## src/rtl/frame_sequencer_pkg.sv

```systemverilog
// Shared definitions for the 74HC595 frame sequencer: FSM state encoding and
// a width helper used to size index registers.
package frame_sequencer_pkg;

  typedef enum logic [1:0] {
    FS_IDLE  = 2'd0,
    FS_ISSUE = 2'd1,
    FS_SHIFT = 2'd2,
    FS_LATCH = 2'd3
  } fs_state_e;

  // Index width that stays at least one bit when the count is 1.
  function automatic int clog2_min1(input int n);
    return (n > 1) ? $clog2(n) : 1;
  endfunction

endpackage

```

## src/rtl/frame_sequencer_if.sv

```systemverilog
// Byte handshake between the frame sequencer (master) and the byte serializer
// (slave), plus the ROM address and the 595 storage-register latch strobe.
interface frame_sequencer_if #(
  parameter int ADDR_W = 16
);
  logic [ADDR_W-1:0] rom_addr;
  logic              byte_valid;
  logic              byte_ready;
  logic              ser_done;
  logic              latch;

  modport master (
    output rom_addr, byte_valid, latch,
    input  byte_ready, ser_done
  );

  modport slave (
    input  rom_addr, byte_valid, latch,
    output byte_ready, ser_done
  );
endinterface

```

## src/rtl/frame_tick_gen.sv

```systemverilog
// Frame-rate divider: one-cycle tick every CLK_DIV enabled cycles. The count
// freezes (is not cleared) while enable is low so pausing does not shorten a frame.
module frame_tick_gen #(
  parameter int CLK_DIV = 2500000
) (
  input  logic clk,
  input  logic reset,
  input  logic enable,
  output logic tick
);

  localparam int            CW   = $clog2(CLK_DIV);
  localparam logic [CW-1:0] LAST = CW'(CLK_DIV - 1);

  logic [CW-1:0] r_count;

  generate
    if (CLK_DIV < 2) begin : g_div_check
      $error("frame_tick_gen: CLK_DIV must be at least 2");
    end
  endgenerate

  always_ff @(posedge clk) begin
    if (reset) begin
      r_count <= '0;
    end else if (enable) begin
      r_count <= (r_count == LAST) ? '0 : r_count + 1'b1;
    end
  end

  assign tick = enable && (r_count == LAST);

endmodule

```

## src/rtl/frame_sequencer.sv

```systemverilog
// Plays frames from ROM into a chain of 74HC595s: per frame, hands
// BYTES_PER_FRAME bytes to the serializer one at a time, then pulses STCP.
module frame_sequencer
  import frame_sequencer_pkg::*;
#(
  parameter int CLK_DIV         = 2500000,
  parameter int NUM_FRAMES      = 77,
  parameter int BYTES_PER_FRAME = 1,
  parameter int ADDR_W          = 16
) (
  input  logic                               clk,
  input  logic                               reset,
  input  logic                               enable,
  input  logic                               step,
  frame_sequencer_if.master                  bus,
  output logic                               frame_start,
  output logic [clog2_min1(NUM_FRAMES)-1:0]  frame_idx,
  output logic                               busy,
  output logic                               overrun
);

  localparam int              FI_W       = clog2_min1(NUM_FRAMES);
  localparam int              BI_W       = clog2_min1(BYTES_PER_FRAME);
  localparam logic [FI_W-1:0] LAST_FRAME = FI_W'(NUM_FRAMES - 1);
  localparam logic [BI_W-1:0] LAST_BYTE  = BI_W'(BYTES_PER_FRAME - 1);

  generate
    if (longint'(NUM_FRAMES) * longint'(BYTES_PER_FRAME) > (longint'(1) << ADDR_W)) begin : g_addr_check
      $error("frame_sequencer: NUM_FRAMES*BYTES_PER_FRAME exceeds the ROM address space");
    end
  endgenerate

  fs_state_e       r_state;
  fs_state_e       w_next;
  logic            w_tick;
  logic            w_start;
  logic [BI_W-1:0] r_byte_idx;
  logic [FI_W-1:0] r_frame_idx;
  logic            r_frame_start;
  logic            r_overrun;

  frame_tick_gen #(.CLK_DIV(CLK_DIV)) u_tick_gen (
    .clk    (clk),
    .reset  (reset),
    .enable (enable),
    .tick   (w_tick)
  );

  // Step only counts while paused; when enabled the divider alone schedules frames.
  assign w_start = w_tick || (step && !enable);

  always_ff @(posedge clk) begin
    if (reset) begin
      r_state <= FS_IDLE;
    end else begin
      r_state <= w_next;
    end
  end

  always_comb begin
    w_next = r_state;
    case (r_state)
      FS_IDLE:  if (w_start) w_next = FS_ISSUE;
      FS_ISSUE: if (bus.byte_ready) w_next = FS_SHIFT;
      FS_SHIFT: if (bus.ser_done) w_next = (r_byte_idx == LAST_BYTE) ? FS_LATCH : FS_ISSUE;
      FS_LATCH: w_next = FS_IDLE;
      default:  w_next = FS_IDLE;
    endcase
  end

  always_ff @(posedge clk) begin
    if (reset) begin
      r_byte_idx    <= '0;
      r_frame_idx   <= '0;
      r_frame_start <= 1'b0;
      r_overrun     <= 1'b0;
    end else begin
      r_frame_start <= (r_state == FS_IDLE) && w_start;
      // A tick that finds the previous frame still running is lost for good.
      if (w_tick && (r_state != FS_IDLE)) r_overrun <= 1'b1;
      if ((r_state == FS_SHIFT) && bus.ser_done && (r_byte_idx != LAST_BYTE)) begin
        r_byte_idx <= r_byte_idx + 1'b1;
      end
      if (r_state == FS_LATCH) begin
        r_byte_idx  <= '0;
        r_frame_idx <= (r_frame_idx == LAST_FRAME) ? '0 : r_frame_idx + 1'b1;
      end
    end
  end

  always_comb begin
    bus.byte_valid = (r_state == FS_ISSUE);
    bus.latch      = (r_state == FS_LATCH);
    bus.rom_addr   = ADDR_W'(r_frame_idx) * ADDR_W'(BYTES_PER_FRAME) + ADDR_W'(r_byte_idx);
    busy           = (r_state != FS_IDLE);
    frame_start    = r_frame_start;
    frame_idx      = r_frame_idx;
    overrun        = r_overrun;
  end

endmodule

```

## src/flat_wrapper.sv

```systemverilog
// flat-port wrapper written by rule: the top's interface ports become plain ports
module frame_sequencer_flat import frame_sequencer_pkg::*;
#(
  parameter int CLK_DIV         = 2500000,
  parameter int NUM_FRAMES      = 77,
  parameter int BYTES_PER_FRAME = 1,
  parameter int ADDR_W          = 16
)
  (clk, reset, enable, step, frame_start, frame_idx, busy, overrun, bus_rom_addr, bus_byte_valid, bus_latch, bus_byte_ready, bus_ser_done);
  frame_sequencer_if #(.ADDR_W(ADDR_W)) bus_i ();
  input  logic clk;
  input  logic reset;
  input  logic enable;
  input  logic step;
  output logic frame_start;
  output logic [clog2_min1(NUM_FRAMES)-1:0] frame_idx;
  output logic busy;
  output logic overrun;
  output wire logic [$bits(bus_i.rom_addr)-1:0] bus_rom_addr;
  output wire logic [$bits(bus_i.byte_valid)-1:0] bus_byte_valid;
  output wire logic [$bits(bus_i.latch)-1:0] bus_latch;
  input wire logic [$bits(bus_i.byte_ready)-1:0] bus_byte_ready;
  input wire logic [$bits(bus_i.ser_done)-1:0] bus_ser_done;
  assign bus_rom_addr = bus_i.rom_addr;
  assign bus_byte_valid = bus_i.byte_valid;
  assign bus_latch = bus_i.latch;
  assign bus_i.byte_ready = bus_byte_ready;
  assign bus_i.ser_done = bus_ser_done;
  frame_sequencer #(.CLK_DIV(CLK_DIV), .NUM_FRAMES(NUM_FRAMES), .BYTES_PER_FRAME(BYTES_PER_FRAME), .ADDR_W(ADDR_W)) u_core (.clk(clk), .reset(reset), .enable(enable), .step(step), .bus(bus_i), .frame_start(frame_start), .frame_idx(frame_idx), .busy(busy), .overrun(overrun));
endmodule
```

## config.mk

```make
export PLATFORM = sky130hd
export DESIGN_NAME = frame_sequencer_flat
export DESIGN_NICKNAME = d
export VERILOG_FILES = /design/src/rtl/frame_sequencer_pkg.sv /design/src/rtl/frame_sequencer_if.sv /design/src/rtl/frame_tick_gen.sv /design/src/rtl/frame_sequencer.sv /design/src/flat_wrapper.sv
export SDC_FILE = /design/constraint.sdc
export NUM_CORES = 1
export LEC_CHECK = 0
export BUFFER_PORTS_ARGS = -buffer_cell sky130_fd_sc_hd__buf_2
export CORE_ASPECT_RATIO = 1.2
export CORE_MARGIN = 2
export CORE_UTILIZATION = 45
export CTS_CLUSTER_SIZE = 20
export DETAILED_ROUTE_END_ITERATION = 12
export GPL_TIMING_DRIVEN = 0
export PLACE_DENSITY = 0.69
export SLEW_MARGIN = 20
export SYNTH_ARGS = -nofsm -noshare
export SYNTH_HDL_FRONTEND = slang
export SYNTH_SLANG_ARGS = --single-unit
```

## constraint.sdc

```tcl
create_clock -name clk -period 1.9 [get_ports clk]
set_input_delay 0.475 -clock clk [delete_from_list [all_inputs] [get_ports clk]]
set_output_delay 0.475 -clock clk [all_outputs]
set_load 0.03 [all_outputs]
```

=== Word-level counts from Yosys, hierarchy flattened ===
Cells that the tools add are included.

* Add/sub/neg operators: 4
* Multipliers: 0
* Divide/modulo/power cells: 0
* $lt $le $gt $ge: 0
* Eq/ne operators: 8
* Shift operators: 0
* Multiplexer cells: 7
* Bitwise logic cells: 0
* Reductions and logical operators: 12

{| class="wikitable"
|+ Operators with widths
! operator !! number
|-
| $add 22x1->22 const B || 1
|-
| $eq 22x22->1 const B || 1
|-
| $mux 22 || 1
|-
| $add 7x1->8 || 1
|-
| $mux 2 || 4
|-
| $pmux 2 s4 || 1
|-
| $add 7x1->7 const B || 1
|-
| $eq 7x7->1 const B || 1
|-
| $mux 7 || 1
|-
| $logic_and 1x1->1 || 6
|-
| $eq 2x2->1 const B || 2
|-
| $ne 2x1->1 const B || 2
|-
| $reduce_and 3->1 || 1
|-
| $eq 2x1->1 const B || 1
|-
| $logic_not 2->1 || 1
|-
| $ne 2x2->1 const B || 1
|-
| $reduce_bool 2->1 || 1
|-
| $reduce_or 2->1 || 1
|-
| $add 1x1->1 const B || 1
|-
| $logic_not 1->1 || 1
|-
| $logic_or 1x1->1 || 1
|}

* Bits in registers: 34
* Bits in latches: 0
* Memory bits (writable): 0
* ROM bits: 0
* Logic and storage cells: 37
* Memories: 0

=== Logic depth before layout (Yosys ltp) ===
* Depth in word-level cells: 5
* Gate-level depth with buffers: 6
* Gate-level depth less buffers: 6

=== Cells and area by module ===
From an unflattened synthesis, not the netlist that was laid out.

* Cells, all modules: 216
* Area, all modules: 1,824.2 um^2

{| class="wikitable"
|+ Modules (own cells, without submodules)
! module !! times used !! cells an instance !! area an instance (um^2)
|-
| frame_tick_gen || 1 || 131 || 1,113.6
|-
| frame_sequencer || 1 || 85 || 710.7
|}

=== Worst setup path before layout ===
No wires, ideal clock.

* Kind: reg-to-output
* Start point: register u_core.r_frame_idx[0] (netlist: u_core.frame_idx[0])
* End point: output port bus_rom_addr[4]
* Arrival: 1,676 ps
* Data required time: 1,425 ps
* Path slack: -251 ps
* Stages on the path, launching flop included: 5
* Path buffers: 0
* Cell sequence: dfxtp_1 -> ha_1 -> ha_1 -> nand3_1 -> xnor2_1

* Word-level cells in the longest chain between the ends: 1

{| class="wikitable"
|+ Ends and longest elaborated chain
! what !! RTL line !! RTL
|-
| start, declared || frame_sequencer.sv:38 || <nowiki>logic [FI_W-1:0] r_frame_idx;</nowiki>
|-
| start signal, assigned || frame_sequencer.sv:86 || <nowiki>r_frame_idx <= (r_frame_idx == LAST_FRAME) ? '0 : r_frame_idx + 1'b1;</nowiki>
|-
| $add 7x1->8 || frame_sequencer.sv:94 || <nowiki>bus.rom_addr = ADDR_W'(r_frame_idx) * ADDR_W'(BYTES_PER_FRAME) + ADDR_W'(r_byte_idx);</nowiki>
|-
| end, declared || flat_wrapper.sv:19 || <nowiki>output wire logic [$bits(bus_i.rom_addr)-1:0] bus_rom_addr;</nowiki>
|}

Every way passes these cells.

=== Worst setup path in the final report ===
* Start point: register u_core.r_frame_idx[0] (netlist: u_core.frame_idx[0])
* End point: output port bus_rom_addr[3]

Same word-level chain as after synthesis.

==> run_results.csv <==
group,metric,value,unit
status,run_status,"completed",
worst_setup_path,crit_slowest_cell,"dfxtp_4",
synthesis,synthesis.area,1810,sq um
routing,drt_iter0_drc,45,
power_and_ir_drop,p_seq_share,52.7,%
floorplanning,die_x,61.9,um
final_layout,finalNonFillerCells,313,
synthesis,synth_edf_count,0,
floorplanning,start_util,46.3,%
power_and_ir_drop,switching_share,24.0,%
worst_setup_path,cp_cell_sequence,"ha_4 -> buf_4 -> nand3_1 -> xnor2_1 -> buf_2",
hold_path,min_path_type,"input port to flop",
clock_tree,path_clk_slew,70,ps
synthesis,synthTopCellsByCount,"34 x dfxtp_1, 28 x nor2_1, 14 x xnor2_1",
synthesis,ys_warn_count,0,
floorplanning,core.rowCount,25,
clock_tree,cts_hold_buf,0,
power_and_ir_drop,ir_drop,0.412,mV
final_layout,area_growth,31.0,%
routing,wirelength,3770,um
place,dp.cells,301,
sta,fmax,537,MHz
routing,firstDrtPassIters,4,
sta,setup_viol,0,
worst_setup_path,crit_required,1420,ps
routing,drt-vias-per-instance,5.12,
final_layout,n_antenna_cell,0,
power_and_ir_drop,clkPwrFrac,39.6,%
synthesis,synth_area_leaders,"dfxtp_1 38%, xnor2_1 6.8%, nor2_1 5.8%",
worst_setup_path,start_kind,"flop",
worst_setup_path,regToRegSetupSlack,70,ps
routing,ant_nets,0,
worst_setup_path,cp_num_buf_inv,2,
synthesis,yosysUniqueCellTypes,38,
final_layout,fin_area,2370,sq um
synthesis,ys_ff_latch,34,
place,portBuffers,24,
worst_setup_path,timing.rr.end,"u_core.u_tick_gen.r_count[19]",
clock_tree,htreeDepth,2,
floorplanning,dieArea,4550,sq um
clock_tree,cts_tree,"yes",
power_and_ir_drop,p_int,1050,uW
grt,grt_start_max_net_pins,11,
final_layout,fillers,338,
grt,antenna_found_initial,0,
routing,wl_per_cell,12.0,um
worst_setup_path,slowest_delay,350,ps
worst_setup_path,crit_end,"bus_rom_addr[3]",
synthesis,synth_cells,216,
synthesis,synthFlopType,"dfxtp_1",
synthesis,synth.largest_area_cell,"dfxtp_1",
worst_setup_path,end_kind,"output port",
worst_setup_path,crit_path_max_fanout,3,
place,pre_cts_ws,-474,ps
place,dp_hpwl,2600,um
grt,grt_pass1_wl,6130,um
final_layout,final_nets,269,
grt,track_usage,18.2,%
final_layout,layout-drive-gt1-share,33.2,%
floorplanning,io_pins,34,
clock_tree,cts_sinks,34,
place,gp_congestion,0.800,
grt,grt_pass1_vias,1366,
job,drv_cap,0,
worst_setup_path,reg2reg_from,"u_core.u_tick_gen.r_count[10]",
routing,drc_errors,0,
worst_setup_path,path_depth,5,
clock_tree,clock_latency,290,ps
power_and_ir_drop,switching_power,330,uW
clock_tree,cts_root_buf,"clkbuf_8",
sta,slew_viol_final,0,
grt,overflow,0,
clock_tree,clockBufferDepth,2,
synthesis,seq_area_frac_synth,37.6,%
synthesis,netlist.area_leader.share,37.6,%
sta,fin_crit,1860,ps
power_and_ir_drop,power_density,580,nW/um^2
sta,fin_worst_skew,4.75,ps
sta,final.setup.tns,0,ps
sta,finalHoldViolations,0,
worst_setup_path,arrival,1390,ps
clock_tree,cts_buffers,5,
worst_setup_path,critPathTopFamily,"buffers and inverters",
floorplanning,die_y,73.5,um
worst_setup_path,worst-r2r-cell-count,4,
sta,grt_setup_unrepaired,"yes",
power_and_ir_drop,p_leak,0.000926,uW
routing,vias,1602,
worst_setup_path,critical_path_class,"flop to output port",
synthesis,async_flop_share,0,%
floorplanning,core,3910,sq um
synthesis,avgSynthCellArea,8.38,sq um
sta,setup_ws,38.8,ps
place,place_area,2070,sq um
hold_path,whs_path_depth,3,
power_and_ir_drop,p_comb_share,7.6,%
sta,post-route-period-util,98.0,%
synthesis,synth.most_common_cell,"dfxtp_1",
worst_setup_path,crit_start,"u_core.frame_idx[0]",
## repair_timing
action | 4_1_cts | 5_1_grt
resized for setup | 23 | 27
setup buffers | 2 | 5
setup endpoints to repair | 27 | 12
pin swaps | 1 | 3
## state kept, by name, summed over array words and instances, names as in the netlist
name	count
u_core.r_state	2
u_core.r_byte_idx	1
u_core.overrun	1
u_core.frame_idx	7
u_core.frame_start	1
u_core.u_tick_gen.r_count	22
## worst min-delay path, stage by stage
cell,delay (ps)
buf_2,80
a21oi_1,50
nor2_1,70
## metrics by stage
stage / util, % / power (uW) / hold WS [ps]
final: 60.6 / 1380 / 429
after detailed placement: 53.0 / 841 / 467
after floorplan: - / 820 / 454
after global routing: 60.6 / 1440 / 463
after CTS: 57.5 / 1390 / 423
after global placement: 53.0 / 840 / 449
## worst min path at each step
| stage | startpoint | to | slack (ps) |
|---|---|---|---|
| floorplan | u_core.u_tick_gen.r_count[21] | u_core.u_tick_gen.r_count[21] | 450 |
| finish | bus_byte_ready | u_core.r_state[1] | 430 |
| global placement | u_core.overrun | u_core.overrun | 450 |
| detailed placement | u_core.overrun | u_core.overrun | 470 |
| CTS | bus_byte_ready | u_core.r_state[1] | 420 |
| global route | bus_byte_ready | u_core.r_state[1] | 460 |
## per-layer routing
layer	wire [um]	global-route usage [%]	up-vias
met3	118	5.28	9
met1	1660	21.7	736
met4	81	7.80	0
li1	-	-	827
met2	1900	29.7	30
met5	0	0	-
## cells in the final DEF (no fill, tap or decap), types with 7 or more instances in the layout
| cell | instances |
|---|---|
| a21oi_1 | 11 |
| buf_2 | 20 |
| buf_4 | 16 |
| conb_1 | 8 |
| dfxtp_1 | 18 |
| dfxtp_2 | 13 |
| inv_1 | 9 |
| nand2_1 | 11 |
| nand4_1 | 9 |
| nor2_1 | 28 |
| nor4_1 | 7 |
| xnor2_1 | 11 |
| xor2_1 | 10 |
## power groups by stage
stage / clock network (uW) / logic, uW / registers (uW)
floorplan: 0 / 75.8 / 744
finish: 545 / 105 / 725
global placement: 0 / 97.6 / 743
detailed placement: 0 / 98.3 / 742
CTS: 565 / 103 / 725
global route: 601 / 114 / 726
## layout make-up
| class | instances | area [sq um] | share of cell area, % |
|---|---|---|---|
| plain buffers | 12 | 91.3 | 3.85 |
| multi-input cells | 165 | 1180 | 50.0 |
| clock buffers | 7 | 86.3 | 3.64 |
| repair buffers | 31 | 194 | 8.18 |
| well taps | 54 | 67.6 | 2.85 |
| clock inverters | 1 | 5.00 | 0.211 |
| flip-flops and latches | 34 | 708 | 29.9 |
| inverters | 9 | 33.8 | 1.42 |
## kinds of logic after synthesis
logic type / synth area share, %
simple gates: 30.8
fa+ha+maj: 3.46
mux: 0.553
compound gates: 9.12
other cells: 0.207
flops: 37.6
xor+xnor: 11.6
buf+inv: 6.70
Power figures use the tool's default switching activity.
